--- config.mk ---
export PLATFORM = sky130hd
export DESIGN_NAME = contador_descendente_flat
export DESIGN_NICKNAME = d
export VERILOG_FILES = /design/src/rtl/contador_descendente_if.sv /design/src/rtl/contador_descendente.sv /design/src/flat_wrapper.sv
export SDC_FILE = /design/constraint.sdc
export NUM_CORES = 1
export LEC_CHECK = 0
export ABC_AREA = 1
export CAP_MARGIN = 20
export CORE_MARGIN = 2
export CORE_UTILIZATION = 40
export CTS_BUF_LIST = sky130_fd_sc_hd__clkbuf_8
export DETAILED_ROUTE_END_ITERATION = 10
export GPL_TIMING_DRIVEN = 0
export HOLD_SLACK_MARGIN = 0.08
export PLACE_DENSITY = 0.74
export SYNTH_ARGS = -nofsm -noshare
export SYNTH_HDL_FRONTEND = slang
export SYNTH_SLANG_ARGS = --single-unit
--- constraint.sdc ---
create_clock -name clk -period 2.25 [get_ports clk]
set_clock_uncertainty 0.2 [all_clocks]
set_input_delay 0.225 -clock clk [delete_from_list [all_inputs] [get_ports clk]]
set_output_delay 0.225 -clock clk [all_outputs]
set_load 0.02 [all_outputs]
--- src/rtl/contador_descendente_if.sv ---
// Control/status bundle for the synchronous down counter.
//   cant_ff  : stage mask; bit i=0 forces num[i] to 0
//   en       : count enable (only acts in RUN)
//   load     : synchronous load strobe, has priority over en
//   load_val : value to load, masked by cant_ff
//   one_shot : 1 = stop in HOLD at zero, 0 = wrap and keep counting
//   num      : registered count
//   tc       : one-cycle pulse when a decrement lands on zero
//   busy     : counter is in RUN
//   done     : counter is in HOLD
interface contador_descendente_if #(
  parameter int WIDTH = 6
);
  logic [WIDTH-1:0] cant_ff;
  logic             en;
  logic             load;
  logic [WIDTH-1:0] load_val;
  logic             one_shot;
  logic [WIDTH-1:0] num;
  logic             tc;
  logic             busy;
  logic             done;

  modport master (
    output cant_ff, en, load, load_val, one_shot,
    input  num, tc, busy, done
  );

  modport slave (
    input  cant_ff, en, load, load_val, one_shot,
    output num, tc, busy, done
  );
endinterface

--- src/rtl/contador_descendente.sv ---
// Synchronous, masked, loadable down counter usable as a timer or divider.
// All stages update on the same clk edge.
//   clk : system clock, rising edge
//   rst : asynchronous active-low reset
//   bus : contador_descendente_if.slave (mask, en/load/one_shot controls,
//         num/tc/busy/done status, all outputs registered)
module contador_descendente #(
  parameter int WIDTH = 6
) (
  input  logic                    clk,
  input  logic                    rst,
  contador_descendente_if.slave   bus
);

  typedef enum logic [1:0] {S_IDLE, S_RUN, S_HOLD} state_t;

  state_t           r_state, w_state_nxt;
  logic [WIDTH-1:0] r_num,   w_num_nxt;
  logic             r_tc,    w_tc_nxt;
  logic [WIDTH-1:0] w_load_m;
  logic [WIDTH-1:0] w_dec;

  // Masked load value; the borrow of the decrement runs through masked-off
  // bits before the mask is applied, which is what skips unused codes.
  assign w_load_m = bus.load_val & bus.cant_ff;
  assign w_dec    = WIDTH'(r_num - 1'b1) & bus.cant_ff;

  always_ff @(posedge clk or negedge rst) begin
    if (!rst) begin
      r_state <= S_IDLE;
      r_num   <= '0;
      r_tc    <= 1'b0;
    end else begin
      r_state <= w_state_nxt;
      r_num   <= w_num_nxt;
      r_tc    <= w_tc_nxt;
    end
  end

  always_comb begin
    w_state_nxt = r_state;
    w_num_nxt   = r_num & bus.cant_ff;   // holding still tracks mask changes
    w_tc_nxt    = 1'b0;
    if (bus.load) begin
      // Same rule from every state; a one-shot load of zero has nothing to
      // count so it parks directly in HOLD.
      w_num_nxt   = w_load_m;
      w_state_nxt = (bus.one_shot && (w_load_m == '0)) ? S_HOLD : S_RUN;
    end else if ((r_state == S_RUN) && bus.en) begin
      if (r_num == '0) begin
        // Wrap: continuous mode, or zero reached through a mask change.
        w_num_nxt = bus.cant_ff;
      end else begin
        w_num_nxt = w_dec;
        if (w_dec == '0) begin
          w_tc_nxt = 1'b1;
          if (bus.one_shot) w_state_nxt = S_HOLD;
        end
      end
    end
  end

  assign bus.num  = r_num;
  assign bus.tc   = r_tc;
  assign bus.busy = (r_state == S_RUN);
  assign bus.done = (r_state == S_HOLD);

endmodule
--- src/flat_wrapper.sv ---
// flat-port wrapper written by rule: the top's interface ports become plain ports
module contador_descendente_flat 
#(
  parameter int WIDTH = 6
)
  (clk, rst, bus_cant_ff, bus_en, bus_load, bus_load_val, bus_one_shot, bus_num, bus_tc, bus_busy, bus_done);
  contador_descendente_if #(.WIDTH(WIDTH)) bus_i ();
  input  logic clk;
  input  logic rst;
  input wire logic [$bits(bus_i.cant_ff)-1:0] bus_cant_ff;
  input wire logic [$bits(bus_i.en)-1:0] bus_en;
  input wire logic [$bits(bus_i.load)-1:0] bus_load;
  input wire logic [$bits(bus_i.load_val)-1:0] bus_load_val;
  input wire logic [$bits(bus_i.one_shot)-1:0] bus_one_shot;
  output wire logic [$bits(bus_i.num)-1:0] bus_num;
  output wire logic [$bits(bus_i.tc)-1:0] bus_tc;
  output wire logic [$bits(bus_i.busy)-1:0] bus_busy;
  output wire logic [$bits(bus_i.done)-1:0] bus_done;
  assign bus_i.cant_ff = bus_cant_ff;
  assign bus_i.en = bus_en;
  assign bus_i.load = bus_load;
  assign bus_i.load_val = bus_load_val;
  assign bus_i.one_shot = bus_one_shot;
  assign bus_num = bus_i.num;
  assign bus_tc = bus_i.tc;
  assign bus_busy = bus_i.busy;
  assign bus_done = bus_i.done;
  contador_descendente #(.WIDTH(WIDTH)) u_core (.clk(clk), .rst(rst), .bus(bus_i));
endmodule
==> impl_metrics.csv <==
group,metric,value,unit
clock_network,cts_setup_buffers,0,
pwr,power-per-cell-area,563,mW/mm^2
logic_synthesis,synthesized_instance_count,96,
clock_network,cts_inserted_buffers,3,
finish,finalNetCount,145,
clock_network,tritoncts,"done",
critical_path,max_stage_delay,0.41,ns
critical_path,critical_path_buf_inv_count,4,
pwr,static_leakage,0.476,nW
floorplan,die_area,0.00209,mm^2
finish,fillers,156,
grt,grt_remaining_overflow,0,
detailed_routing,antenna_violating_nets_post_route,0,
grt,grt_pass1_vias,692,
critical_path,worst_ep_required_time,2.17,ns
clock_network,cts_num_sinks,9,
detailed_routing,routed_via_density,5.30,
sta,relSlewSlack,70.5,%
sta,f_max,563,MHz
logic_synthesis,netlist-cell-type-count,22,
finish,drive_gt1_share,15.2,%
flow_run,timing.max_cap.violations,0,
grt,grt_max_degree,11,
logic_synthesis,yosysSeqAreaShare,32.4,%
sta,slew_viol_final,0,
logic_synthesis,synth-seq-cells,9,
clock_network,clk_pin_slew_worst_paths,0.05,ns
finish,layout.cells.most_common_list,"nand2_1, clkdlybuf4s50_1, inv_1",
detailed_routing,firstDrtPassIters,5,
floorplan,initial_core_util,41.6,%
detailed_routing,dr_wl_cell,12.5,um
sta,setup_viol_count_final,0,
floorplan,io_pins,26,
pwr,vdd_ir_drop_max,0.409,mV
critical_path,cell_occurring_most_often_along_the_worst_timing_path,"nand2_1",
logic_synthesis,total_standard_cell_area_after_synthesis,694,um^2
floorplan,dieWidth,45.7,um
logic_synthesis,synth_warnings,0,
sta,hold_viol_final,0,
detailed_routing,drt-initial-drc-count,12,
sta,timing.final.crit_period,1.78,ns
placed_design,gp_congestion,0.911,
clock_network,clock_insertion_delay_worst_skew,0.23,ns
critical_path,start_kind,"flop",
sta,worstMarginPinSlew,0.440,ns
floorplan,floorplan.die.height,45.7,um
detailed_routing,total_wirelength,1.78,mm
detailed_routing,dr_drc_count,0,
placed_design,post-dp-hpwl,1.44,mm
critical_path,slowest_cp_cell,"dfrtp_1",
logic_synthesis,synthesis.area_per_instance,7.23,um^2
critical_path,critPathTopFamily,"simple AND/OR/NAND/NOR gates",
critical_path,arrival,1.70,ns
floorplan,floorplan.core_area,0.00167,mm^2
status,result_of_the_run,"complete, no violations",
clock_network,cts.hold.buffers_added,0,
grt,first_pass_grt_wire_length,2.97,mm
critical_path,critPathKind,"reg2reg",
critical_path,worstPathCellList,"inv_2, ha_1, inv_1, nand2_1, nand2_1, inv_2, nand2_1, inv_1, nand2_2, nor2_4, nand3_2, nand3_1, nand2_1",
finish,final_util,60.5,%
grt,grtUsageTotal,20.0,%
critical_path,worstSetupEndpointType,"flop",
hold_path,hold_class,"in2async",
sta,totalNegativeSetupSlack,0,ns
clock_network,cts_repair_resize_count,0,
detailed_routing,via_count,753,
placed_design,io_buffer_count,25,
critical_path,timing.critical_path.fanout_max,7,
grt,grt_antenna_before_repair,0,
finish,final_antenna_diode_count,0,
finish,multi_input_area,390,um^2
logic_synthesis,synth_nets,115,
clock_network,clock_path_buffers,2,
clock_network,number_of_h_tree_levels,1,
clock_network,cts-root-buf,"clkbuf_8",
finish,sequential_cell_area,225,um^2
sta,grt_setup_unrepaired,"no",
sta,timing.final.crit_share,79.0,%
finish,area.growth.synth_to_final,45.6,%
floorplan,num_rows,15,
layer usage:
layer,track usage [%],part of all wire [%],vias up
li1,-,-,379
met1,25.4,46,352
met2,33.8,49,20
met3,3.97,3.3,2
met4,5.88,0.95,0
met5,0,0,-
per-stage QoR:
| step | hold WS, ns | cell area, um^2 | total power (W) | cells | setup WS (ns) |
|---|---|---|---|---|---|
| after floorplan | -0.271 | 694 | 0.000305 | 96 | 0.470 |
| after global placement | 0.323 | 966 | 0.000382 | 138 | 0.528 |
| after detailed placement | 0.341 | 966 | 0.000386 | 138 | 0.502 |
| after CTS | 0.126 | 1010 | 0.000573 | 142 | 0.479 |
| after global routing | 0.134 | 1010 | 0.000607 | 142 | 0.328 |
| final | 0.104 | 1010 | 0.000569 | 142 | 0.473 |
Yosys cell counts:
cell type,number,area share [%]
nand2_1,25,14
inv_1,13,7.0
dfrtp_1,9,32
nand3_1,7,5.0
nand3_2,4,5.8
nor2_1,4,2.2
nor2_2,4,3.6
a21oi_1,3,2.2
inv_2,3,1.6
nand4_1,3,2.7
o2111ai_1,3,3.8
o211ai_1,3,3.2
o21ai_1,3,2.2
o22ai_1,3,2.7
ha_1,2,3.6
and3_1,1,0.90
buf_4,1,1.1
buf_6,1,1.6
nand2_2,1,0.90
nand2_4,1,1.6
nor2_4,1,1.6
o21ai_0,1,0.72
final cells by class:
cell class	count	area share, %
multi-input cells	69	38.6
repair buffers	25	24.8
flip-flops and latches	9	22.3
inverters	16	5.94
clock buffers	3	4.08
well taps	17	2.10
plain buffers	2	1.86
clock inverters	1	0.371
registers in the layout (all words and copies together) (netlist names):
| name | count |
|---|---|
| u_core.bus.num | 6 |
| u_core.r_state | 2 |
| u_core.bus.tc | 1 |
final timing paths:
check,from,end,slack (ns),cells past startpoint
setup / recovery,u_core.bus.num[0],u_core.r_state[1],0.47,13
hold / removal,rst,u_core.bus.num[1],0.10,1
setup reg to reg,u_core.bus.num[0],u_core.r_state[1],0.47,13
hold reg to reg,u_core.r_state[0],u_core.r_state[0],0.35,2
max in group asynchronous,rst,u_core.bus.num[4],1.44,1
min in group clk,u_core.r_state[0],u_core.r_state[0],0.35,2
power breakdown:
group          switching, W  internal, W
Sequential        0.0000157     0.000175
Combinational      0.000105    0.0000880
Clock             0.0000663     0.000119
kinds of logic (layout without fill, tap and decap cells):
group	count (synthesis)	after routing	share of synthesized area [%]
DFF	9	9	32.4
and+or+nand+nor	51	51	37.8
adders and majority gates	2	2	3.60
AOI/OAI and AO/OA	16	16	14.8
buffers and inverters	18	47	11.4
(Power assumes the default switching activity.)
